<file path="src/rtl/jt51_lfo_pkg.sv">
// Shared constants for the YM2151 pitch-modulation LFO: waveform codes, LFSR shape, widths.
package jt51_lfo_pkg;

    typedef enum logic [1:0] {
        LFO_SAW   = 2'd0,
        LFO_SQR   = 2'd1,
        LFO_TRI   = 2'd2,
        LFO_NOISE = 2'd3
    } lfo_wave_e;

    localparam int unsigned PRE_W  = 20;
    localparam int unsigned PM_W   = 9;
    localparam int unsigned LFSR_W = 17;

    localparam logic [LFSR_W-1:0] LFSR_SEED   = 17'h1FFFF;
    localparam int unsigned       LFSR_TAP_HI = 16;
    localparam int unsigned       LFSR_TAP_LO = 13;

    function automatic logic [LFSR_W-1:0] lfsr_step(input logic [LFSR_W-1:0] l);
        return {l[LFSR_W-2:0], l[LFSR_TAP_HI] ^ l[LFSR_TAP_LO]};
    endfunction

endpackage

</file>
<file path="src/rtl/jt51_lfo_wave.sv">
// Combinational LFO waveform shaper: phase or noise bits to sign plus 7-bit magnitude.
module jt51_lfo_wave
    import jt51_lfo_pkg::*;
(
    input  logic [1:0] lfo_w_i,
    input  logic [7:0] p_i,
    input  logic [7:0] lfsr_i,
    output logic       s_o,
    output logic [6:0] m_o
);

    always_comb begin
        s_o = 1'b0;
        m_o = '0;
        unique case (lfo_wave_e'(lfo_w_i))
            LFO_SAW: begin
                s_o = ~p_i[7];
                m_o = p_i[7] ? p_i[6:0] : ~p_i[6:0];
            end
            LFO_SQR: begin
                s_o = p_i[7];
                m_o = 7'd127;
            end
            LFO_TRI: begin
                s_o = p_i[7];
                m_o = p_i[6] ? {~p_i[5:0], 1'b1} : {p_i[5:0], 1'b0};
            end
            LFO_NOISE: begin
                s_o = lfsr_i[0];
                m_o = lfsr_i[7:1];
            end
        endcase
    end

endmodule

</file>
<file path="src/rtl/jt51_lfo_pm.sv">
// Pitch-modulation LFO: frame-rate prescaler, phase and noise LFSR, depth-scaled output register.
module jt51_lfo_pm
    import jt51_lfo_pkg::*;
(
    input  logic            clk,
    input  logic            rst,
    input  logic            cen,
    input  logic            zero,
    input  logic            lfo_rst,
    input  logic [7:0]      lfo_freq,
    input  logic [1:0]      lfo_w,
    input  logic [6:0]      lfo_pmd,
    output logic [PM_W-1:0] pm_mod,
    output logic            pm_add,
    output logic [7:0]      lfo_phase
);

    logic [PRE_W-1:0]  pre_q, pre_d, inc;
    logic [PRE_W:0]    sum;
    logic [7:0]        phase_q, phase_d;
    logic [LFSR_W-1:0] lfsr_q, lfsr_d;
    logic [PM_W-1:0]   mod_q, mod_d;
    logic              add_q, add_d;
    logic              wave_s;
    logic [6:0]        wave_m;
    logic [13:0]       prod;

    jt51_lfo_wave u_wave (
        .lfo_w_i (lfo_w),
        .p_i     (phase_q),
        .lfsr_i  (lfsr_q[7:0]),
        .s_o     (wave_s),
        .m_o     (wave_m)
    );

    // Overflow of the 20-bit accumulator is the phase tick; at most one per frame.
    always_comb begin
        inc     = PRE_W'({1'b1, lfo_freq[3:0]}) << lfo_freq[7:4];
        sum     = {1'b0, pre_q} + {1'b0, inc};
        pre_d   = pre_q;
        phase_d = phase_q;
        lfsr_d  = lfsr_q;
        if (lfo_rst) begin
            pre_d   = '0;
            phase_d = '0;
        end else if (zero) begin
            pre_d = sum[PRE_W-1:0];
            if (sum[PRE_W]) begin
                phase_d = phase_q + 8'd1;
                lfsr_d  = lfsr_step(lfsr_q);
            end
        end
    end

    always_comb begin
        prod  = {7'd0, wave_m} * {7'd0, lfo_pmd};
        mod_d = PM_W'(prod >> 5);
        add_d = (mod_d == '0) ? 1'b1 : ~wave_s;
    end

    always_ff @(posedge clk) begin
        if (rst) begin
            pre_q   <= '0;
            phase_q <= '0;
            lfsr_q  <= LFSR_SEED;
            mod_q   <= '0;
            add_q   <= 1'b1;
        end else if (cen) begin
            pre_q   <= pre_d;
            phase_q <= phase_d;
            lfsr_q  <= lfsr_d;
            mod_q   <= mod_d;
            add_q   <= add_d;
        end
    end

    assign pm_mod    = mod_q;
    assign pm_add    = add_q;
    assign lfo_phase = phase_q;

endmodule
</file>
<file path="config.mk">
export PLATFORM = sky130hd
export DESIGN_NAME = jt51_lfo_pm
export DESIGN_NICKNAME = d
export VERILOG_FILES = /design/src/rtl/jt51_lfo_pkg.sv /design/src/rtl/jt51_lfo_wave.sv /design/src/rtl/jt51_lfo_pm.sv
export SDC_FILE = /design/constraint.sdc
export NUM_CORES = 1
export LEC_CHECK = 0
export ABC_AREA = 1
export BUFFER_PORTS_ARGS = -buffer_cell sky130_fd_sc_hd__buf_2
export CAP_MARGIN = 25
export CORE_UTILIZATION = 62
export CTS_CLUSTER_DIAMETER = 50
export CTS_CLUSTER_SIZE = 40
export DETAILED_ROUTE_END_ITERATION = 6
export PLACE_DENSITY = 0.82
export SETUP_SLACK_MARGIN = 0.02
export SLEW_MARGIN = 20
export SYNTH_ARGS = -nofsm -noshare
export SYNTH_HDL_FRONTEND = slang
export SYNTH_SLANG_ARGS = --single-unit
export TNS_END_PERCENT = 5
</file>
<file path="constraint.sdc">
create_clock -name clk -period 6.1 [get_ports clk]
set_input_delay 0.61 -clock clk [delete_from_list [all_inputs] [get_ports clk]]
set_output_delay 0.61 -clock clk [all_outputs]
set_load 0.005 [all_outputs]
</file>
==> impl_metrics.toml, run 1 <==
[drt]
detail_route.vias_per_cell = 5.77
routedWlPerCell_um = 14.5
drc = 0
drtPass1Iterations = 5
drt_iter0_drc = 358
vias = 5288
postRouteAntennaNets = 0
finalWirelength_um = 13300

[timing]
period_needed_ps = 5280
slew_headroom = 0.545
maxSlewViolCount = 0
fin_setup_tns_ps = 0
skew_ps = 6.51
worstMarginPinSlew_ps = 678
grt_setup_unrepaired = "no"
max_freq_mhz = 190
finalSetupViolCount = 0
finalHoldViolCount = 0
finalCritPeriodShare = 0.865

[clocking]
cts_sinks = 55
cts_buffer_depth = 2
cts_resized = 0
postCtsSetupRepairBufs = 0
clk_latency_ps = 320
cts_root_buffer = "clkbuf_8"
cts-htree-levels = 2
path_clk_slew_ps = 110
cts_tree = "done"
numCtsBuffers = 5
cts_hold_buf = 0

[status]
status = "completed"

[setup_path]
arrival_ps = 5540
end_kind = "flop"
startpoint_type = "primary input"
cp.required_ps = 6360
critical_path_class = "primary input to flop"
crit_fanout = 6

[placed_design]
dp_hpwl_um = 10600
gp_congestion = 0.960
port_buffers = 39

[synth]
synth_nets = 891
syn_area_per_cell_sq_um = 6.80
yosys.area.top_type = "dfxtp_1"
yosys.area_share.simple = 0.310
synth_top_family_by_area = "simple AND/OR/NAND/NOR gates"
netlist_instances = 789
synth_cell_types = 46
synthAdderAreaFrac = 0.220
synth_top_cells_by_area = "dfxtp_1 21%, nand2_1 13%, ha_1 13%, fa_1 9.0%, a21oi_1 7.5%"
synth_compound_area_frac = 0.155
synth.yosys.seq_area_share = 0.205
synth.area.mux_share = 0
synth_warnings = 0
ys_ff_latch = 55
synth-xor-area-share = 0.0163
synth_ff_type = "dfxtp_1"
synth_top_area_share = 0.205
synth-edff-count = 0
async_reset_ff_frac = 0
synthesis.area_sq_um = 5370

[pwr]
ir_drop_v = 0.000169
power_density_nw_per_um2 = 250
p_leak_nw = 2.95
total_power_w = 0.00141

[global_route]
antenna_found_initial = 0
overflow = 0
grt_pass1_vias = 4726
grt_max_degree = 34
grt_pass1_wl_um = 21700
grt_use_total = 0.307

[cells_and_area]
antenna_cells = 0
seq_area_sq_um = 1100
multi_input_area_sq_um = 3760
fillerInstances = 740
drive_gt1_frac = 0.0961
synthToLayoutAreaGrowth_pct = 5.32
nets = 913

[floorplan]
coreArea_sq_um = 8300
die_area_sq_um = 9030
start_util = 0.647
rows = 33
fp.dieW_um = 95.0
die_h_um = 95.0
num_io_pins = 40

[hold_path]
hp-class = "flop to flop"

[flow_run]
cap_violations = 0
==> metrics by stage <==
stage           util  hold WS, ps  cells  area (sq um)  setup WS, ps
2_1_floorplan      -          429    789          5370          1140
3_3_place_gp   0.669          442    909          5550           715
3_5_place_dp   0.669          449    909          5550           576
4_1_cts        0.681          483    917          5650           892
5_1_grt        0.681          496    917          5650           421
6_report       0.681          480    917          5650           823
==> power breakdown <==
part / leakage (nW) / internal [W] / switching, W
sequential: 0.447 / 0.000381 / 0.0000106
clock: 0.0515 / 0.0000869 / 0.000139
combinational: 2.45 / 0.000285 / 0.000509
==> critical path, cell delays in order <==
cell and delay, ps:
buf_2 120, inv_1 80, ha_1 290, inv_1 150, a21oi_1 150, o21ai_0 90, nand2_1 200, inv_1 90
nand2_1 90, fa_1 450, fa_1 510, inv_1 60, fa_1 530, inv_1 60, fa_1 530, inv_1 40
ha_1 330, a21oi_1 180, o21ai_0 150, a21oi_1 210, nand3_1 100, nand2_1 110, nand4_1 100, nor2_1 90
nand3_1 70, nand2_1 60, nand2_1 50, nand2_1 60
==> sequential cells by signal, summed over array words and instances (netlist names) <==
register   count
pre_q         20
lfsr_q        17
pm_mod         9
pm_add         1
lfo_phase      8
==> cells in the final DEF, fill, tap and decap left out, types with 6 or more instances in the layout <==
cell / netlist / routed
a21oi_1: 80 / 80
buf_2: 3 / 39
dfxtp_1: 55 / 55
fa_1: 24 / 24
ha_1: 56 / 56
inv_1: 86 / 86
nand2_1: 192 / 192
nand3_1: 58 / 58
nor2_1: 76 / 76
nor3_1: 10 / 10
o211ai_1: 7 / 7
o21ai_0: 53 / 53
xor2_1: 6 / 6
==> routing by layer <==
layer / GRT usage / share of wire / up-vias
met1: 0.428 / 0.46 / 2422
met3: 0.0558 / 0.078 / 22
met5: 0 / 0 / -
li1: - / - / 2634
met4: 0.0707 / 0.013 / 0
met2: 0.494 / 0.45 / 210
==> logic make-up after synthesis <==
logic type | after synthesis
AOI/OAI and AO/OA | 156
xor gates and xnor gates | 10
adders and majority gates | 80
buffers and inverters | 117
DFF | 55
and+or+nand+nor | 371
==> synth_stat cells (2+ instances only) <==
| master | instances |
|---|---|
| nand2_2 | 5 |
| nand3_1 | 58 |
| nand3b_1 | 3 |
| inv_2 | 5 |
| a31oi_1 | 2 |
| o31ai_1 | 2 |
| inv_1 | 86 |
| clkbuf_1 | 14 |
| xnor2_1 | 4 |
| buf_2 | 3 |
| nor3_2 | 2 |
| dfxtp_1 | 55 |
| nor2_1 | 76 |
| a21o_1 | 2 |
| a21oi_1 | 80 |
| xor2_1 | 6 |
| o211ai_1 | 7 |
| or2_2 | 2 |
| or2_1 | 2 |
| buf_6 | 3 |
| nor3_1 | 10 |
| nand2_4 | 5 |
| fa_1 | 24 |
| nand3_2 | 5 |
| nand2_1 | 192 |
| nand4_1 | 4 |
| o21ai_1 | 4 |
| o21ai_0 | 53 |
| buf_4 | 3 |
| ha_1 | 56 |
==> path summary, 6_finish.rpt <==
path / start / end / slack [ps] / cells after the start
worst min register to register: lfsr_q[12] / lfsr_q[13] / 480 / 2
worst min-delay path: lfsr_q[12] / lfsr_q[13] / 480 / 2
worst max register to register: lfo_phase[7] / pm_add / 1050 / 22
worst max-delay path: lfo_w[0] / pm_add / 820 / 28
==> cell type report <==
type,count,share of cell area
clock buffer,5,0.0122
clock inverter,3,0.00598
inverter,93,0.0631
multi-input combinational,617,0.666
sequential,55,0.195
tap,105,0.0232
timing repair buffer,39,0.0345
Note: power is estimated with default switching activity, not from simulation.
==> run 2: changes to the inputs <==
--- a/config.mk
+++ b/config.mk
@@ -8,14 +8,18 @@
 export ABC_AREA = 1
 export BUFFER_PORTS_ARGS = -buffer_cell sky130_fd_sc_hd__buf_2
 export CAP_MARGIN = 25
-export CORE_UTILIZATION = 62
+export CELL_PAD_IN_SITES_DETAIL_PLACEMENT = 1
+export CELL_PAD_IN_SITES_GLOBAL_PLACEMENT = 1
+export CORE_UTILIZATION = 44
 export CTS_CLUSTER_DIAMETER = 50
 export CTS_CLUSTER_SIZE = 40
 export DETAILED_ROUTE_END_ITERATION = 6
-export PLACE_DENSITY = 0.82
+export GPL_TIMING_DRIVEN = 0
+export PLACE_DENSITY_LB_ADDON = 0.1
 export SETUP_SLACK_MARGIN = 0.02
 export SLEW_MARGIN = 20
 export SYNTH_ARGS = -nofsm -noshare
 export SYNTH_HDL_FRONTEND = slang
+export SYNTH_HIERARCHICAL = 1
 export SYNTH_SLANG_ARGS = --single-unit
 export TNS_END_PERCENT = 5
==> run 2 against run 1 <==
  * Clock skew shrank 1.3 ps
  * Synthesized cell count up 13%
  * Routed wire length rose by 28%
  * Cell area rose by 9.0%
  * Global-route usage decreased by 3.9 points
  * Fmax decreased by 5.7%
  * Register-to-register slack lost 470 ps
  * Flip-flop and latch count unchanged
  * Combinational power grew 2.9%
  * Clock-buffer cell count is the same
  * Die area up 46%
  * Power up 8.3%
  * Largest cell class unchanged
  * Highest routed layer unchanged
==> impl_metrics.toml, run 2 <==
[cells_and_area]
nets = 1037
synthToLayoutAreaGrowth_pct = 9.93
antenna_cells = 0
drive_gt1_frac = 0.0790
largest_reg_flops = 20
finish.instance_area_sq_um = 6160
largest-register = "pre_q"
final_cell_mix = "289 x nand2_1, 123 x inv_1, 77 x nor2_1"
layout_commonest_cell = "nand2_1"

[global_route]
grt_pass1_wl_um = 28000
antenna_found_initial = 0
overflow = 0
grt_pass1_vias = 5912
grt_use_total = 0.268
grt_max_degree = 21

[pwr]
total_power_w = 0.00153
p_seq_frac = 0.256
power_density_nw_per_um2 = 248
power.internal_w = 0.000831
p_sw_frac = 0.456
clkPwrFrac = 0.209
combPwrFrac = 0.534
switchingPower_w = 0.000697
p_leak_nw = 3.46
ir_drop_v = 0.000159

[drt]
routedWlPerCell_um = 15.4
vias = 5820
drc = 0
finalWirelength_um = 17000
drtPass1Iterations = 5
postRouteAntennaNets = 0
detail_route.vias_per_cell = 5.27
drt_iter0_drc = 258

[synth]
yosysMostFrequentCell = "nand2_1"
synth_nets = 993
ys_ff_latch = 55
yosys.area.top_type = "dfxtp_1"
async_reset_ff_frac = 0
synth_warnings = 6
yosys-top-cells-count = "289 x nand2_1, 123 x inv_1, 78 x nor2_1, 67 x a21oi_1, 66 x nand3_1"
synthesis.area_sq_um = 5610
synth_top_cells_by_area = "dfxtp_1 20%, nand2_1 19%, ha_1 12%, fa_1 8.6%, inv_1 8.2%"
netlist_instances = 892
synth_top_area_share = 0.196
synth.yosys.seq_area_share = 0.196
syn_area_per_cell_sq_um = 6.28
synth_ff_type = "dfxtp_1"
synth_cell_types = 40
synth-edff-count = 0

[timing]
period_needed_ps = 5600
fin_setup_tns_ps = 0
layout_setup_ws_ps = 505
slew_headroom = 0.537
maxSlewViolCount = 0
finalCritPeriodShare = 0.917
worstMarginPinSlew_ps = 689
max_freq_mhz = 179
finalSetupViolCount = 0
finalHoldViolCount = 0
grt_setup_unrepaired = "no"
skew_ps = 5.18

[floorplan]
die_area_sq_um = 13200
coreArea_sq_um = 12200
die_h_um = 115
fp.dieW_um = 115
num_io_pins = 40
rows = 40
start_util = 0.459

[status]
status = "completed"

[clocking]
cts-htree-levels = 2
clk_latency_ps = 310
cts_root_buffer = "clkbuf_16"
cts_hold_buf = 0
cts_tree = "done"
cts_buffer_depth = 2
numCtsBuffers = 5
path_clk_slew_ps = 80
postCtsSetupRepairBufs = 0
cts_sinks = 55

[setup_path]
cp.required_ps = 6310
crit_fanout = 7
cpMostUsedCell = "nand2_1"
arrival_ps = 5800
startpoint_type = "primary input"
slowest_delay_ps = 540
end_kind = "flop"
critical_path_class = "primary input to flop"
worst_path_max_delay_cell = "fa_1"

[flow_run]
cap_violations = 0

[placed_design]
placed_area_sq_um = 6000
port_buffers = 37
dp_hpwl_um = 14100
place_ws_ps = 154
gp_congestion = 0.960

[hold_path]
hp-class = "flop to flop"
run 2: cell types whose count changed in the layout (fill, tap and decap cells not counted), moves of 3 or more:
cell,delta
a21oi_1,-13
buf_2,+3
clkbuf_1,+12
clkbuf_16,+5
clkbuf_8,-5
inv_1,+37
nand2_1,+97
nand2_2,-4
nand2_4,-5
nand3_1,+8
nand3b_1,+4
o21ai_0,-17
o21bai_1,+4
or2_2,+6
run 2: what timing repair did:
| action | in CTS | in global routing |
|---|---|---|
| gates resized for setup | 0 | 1 |
| hold endpoints to repair | 0 | 0 |
| setup endpoints to repair | 0 | 1 |
run 2: kinds of logic (layout without fill, tap and decap cells):
family	count (synthesis)	in the layout	share of synthesized area
and+or+nand+nor	472	472	0.351
buffers and inverters	149	194	0.105
AOI/OAI and AO/OA	129	129	0.126
adders and majority gates	79	79	0.208
DFF	55	55	0.196
xor gates and xnor gates	7	7	0.0109
muxes	1	1	0.00179
run 2: per-layer routing:
metal	wire length, um	up-vias	GRT usage
li1	-	2930	-
met1	8320	2804	0.357
met2	7920	71	0.459
met3	564	15	0.0406
met4	190	0	0.0563
met5	0	-	0
run 2: power by group through the flow:
stage	registers, W	clock network (W)	logic, W
2_1_floorplan	0.000400	0	0.000593
3_3_place_gp	0.000399	0	0.000777
3_5_place_dp	0.000400	0	0.000812
4_1_cts	0.000392	0.000330	0.000821
5_1_grt	0.000395	0.000342	0.000938
6_report	0.000392	0.000319	0.000817
run 2: worst paths after layout:
check / from / depth (start not counted) / slack, ps / endpoint
hold / removal: lfsr_q[12] / 2 / 470 / lfsr_q[13]
setup / recovery: lfo_w[0] / 30 / 500 / pm_add
setup reg to reg: lfo_phase[6] / 28 / 580 / pm_add
hold reg to reg: lfsr_q[12] / 2 / 470 / lfsr_q[13]
run 2: worst max-delay path, delay by kind of cell:
kind | cells | cell delay, ps
adders and majority gates | 6 | 2790
and+or+nand+nor | 17 | 1800
buffers and inverters | 6 | 430
AOI/OAI and AO/OA | 1 | 190
run 2: stage by stage:
stage | utilization | instances | hold WS, ps
6_report | 0.505 | 1105 | 472
3_3_place_gp | 0.491 | 1097 | 441
2_1_floorplan | - | 892 | 429
3_5_place_dp | 0.491 | 1097 | 455
4_1_cts | 0.504 | 1105 | 477
5_1_grt | 0.505 | 1105 | 492
run 2: layout make-up:
class	instances	area, sq um
Buffer	22	111
Clock buffer	5	125
Clock inverter	3	33.8
Fill cell	1742	6050
Inverter	127	477
Multi-Input combinational cell	688	3920
Sequential cell	55	1100
Tap cell	168	210
Timing Repair Buffer	37	185
==> run 3: changes to the inputs <==
--- a/config.mk
+++ b/config.mk
@@ -6,12 +6,11 @@
 export NUM_CORES = 1
 export LEC_CHECK = 0
 export ABC_AREA = 1
-export BUFFER_PORTS_ARGS = -buffer_cell sky130_fd_sc_hd__buf_2
+export BUFFER_PORTS_ARGS = -buffer_cell sky130_fd_sc_hd__buf_4
 export CAP_MARGIN = 25
 export CELL_PAD_IN_SITES_DETAIL_PLACEMENT = 1
 export CELL_PAD_IN_SITES_GLOBAL_PLACEMENT = 1
 export CORE_UTILIZATION = 44
-export CTS_CLUSTER_DIAMETER = 50
 export CTS_CLUSTER_SIZE = 40
 export DETAILED_ROUTE_END_ITERATION = 6
 export GPL_TIMING_DRIVEN = 0
==> run 3 against run 2 <==
  * Sequential share of layout area decreased by 0.23 points
  * Final cell count unchanged
  * Cell area up 1.3%
  * Worst hold slack got worse by 1.5 ps
  * Clock skew about the same
  * Flip-flop and latch count unchanged
  * Critical path depth is the same
  * Power increased by 0.98%
  * Via count grew 0.70%
  * Non-clock buffer count is the same
  * Sequential power about the same
  * Largest power group unchanged
==> impl_metrics.toml, run 3 (synthesis results as in run 2) <==
[timing]
finalSetupViolCount = 0
layout_setup_ws_ps = 460
max_freq_mhz = 177
worstMarginPinSlew_ps = 697
finalCritPeriodShare = 0.925
skew_ps = 5.11
period_needed_ps = 5640
grt_setup_unrepaired = "no"
finalHoldViolCount = 0
fin_setup_tns_ps = 0
slew_headroom = 0.532
maxSlewViolCount = 0

[cells_and_area]
largest_reg_flops = 20
antenna_cells = 0
nets = 1037
drive_gt1_frac = 0.0779
largest-register = "pre_q"
layout_commonest_cell = "nand2_1"
final_cell_mix = "289 x nand2_1, 123 x inv_1, 78 x nor2_1"
synthToLayoutAreaGrowth_pct = 11.4

[clocking]
path_clk_slew_ps = 80
postCtsSetupRepairBufs = 0
clk_latency_ps = 310
cts_root_buffer = "clkbuf_16"
cts-htree-levels = 2
cts_hold_buf = 0
cts_sinks = 55
cts_tree = "done"
cts_resized = 0
cts_buffer_depth = 2
numCtsBuffers = 5

[setup_path]
critical_path_class = "primary input to flop"
crit_buf_inv = 7
reg2regPathDepth = 27
arrival_ps = 5900
end_kind = "flop"
critPathTopFamily = "adder cells"
startpoint_type = "primary input"
slowest_delay_ps = 540
r2r_setup_slack_ps = 530
cp.depth = 30
cp.required_ps = 6360
cpMostUsedCell = "nand2_1"
worst_path_max_delay_cell = "fa_1"
crit_fanout = 10

[global_route]
overflow = 0
grt_pass1_vias = 6058
grt_pass1_wl_um = 28600
grt_max_degree = 19
antenna_found_initial = 0
grt_use_total = 0.275

[placed_design]
dp_hpwl_um = 14300
port_buffers = 37
place_ws_ps = 188
gp_congestion = 0.974

[drt]
drtPass1Iterations = 4
drc = 0
postRouteAntennaNets = 0
vias = 5861
drt_iter0_drc = 269
routedWlPerCell_um = 15.8
detail_route.vias_per_cell = 5.30
finalWirelength_um = 17400

[hold_path]
hold_depth = 2
hp-class = "flop to flop"

[pwr]
ir_drop_v = 0.000160
total_power_w = 0.00154
power_density_nw_per_um2 = 247
p_leak_nw = 3.47

[floorplan]
fp.dieW_um = 115
coreArea_sq_um = 12200
start_util = 0.459
rows = 40
num_io_pins = 40
die_area_sq_um = 13200
die_h_um = 115

[flow_run]
cap_violations = 0

[status]
status = "completed"
-- run 3: power breakdown --
part           total (W)  switching (W)  internal, W  leakage, nW
clock           0.000309       0.000154     0.000155       0.0717
sequential      0.000394      0.0000139     0.000380        0.447
combinational   0.000840       0.000535     0.000305         2.95
-- run 3: layer usage --
layer | wire length (um) | global-route usage
met2 | 8220 | 0.477
met1 | 8240 | 0.361
met3 | 738 | 0.0411
met5 | 0 | 0
met4 | 243 | 0.0606
-- run 3: metrics by stage --
stage / hold slack (ps) / std cells / cell area, sq um / utilization
3_3_place_gp: 440 / 1097 / 6090 / 0.499
3_5_place_dp: 453 / 1097 / 6090 / 0.499
4_1_cts: 472 / 1105 / 6240 / 0.511
6_report: 470 / 1105 / 6240 / 0.511
5_1_grt: 494 / 1105 / 6240 / 0.511
2_1_floorplan: 429 / 892 / 5610 / -
-- run 3: tightest hold or removal path: cells and delay by family (launching register included) --
family	cells	cell delay, ps
flops	1	330
simple gates	2	110
-- run 3: worst paths after layout --
path                                    from         end
worst min register to register    lfsr_q[14]  lfsr_q[15]
worst max register to register  lfo_phase[6]      pm_add
worst max-delay path                lfo_w[1]      pm_add
worst min-delay path              lfsr_q[14]  lfsr_q[15]
-- run 3: final cells by class --
cell class                      instances  area [sq um]
Tap cell                              168           210
Multi-Input combinational cell        688          3920
Timing Repair Buffer                   37           278
Clock buffer                            5           125
Fill cell                            1725          5970
Sequential cell                        55          1100
Buffer                                 22           111
Inverter                              127           477
Clock inverter                          3          23.8
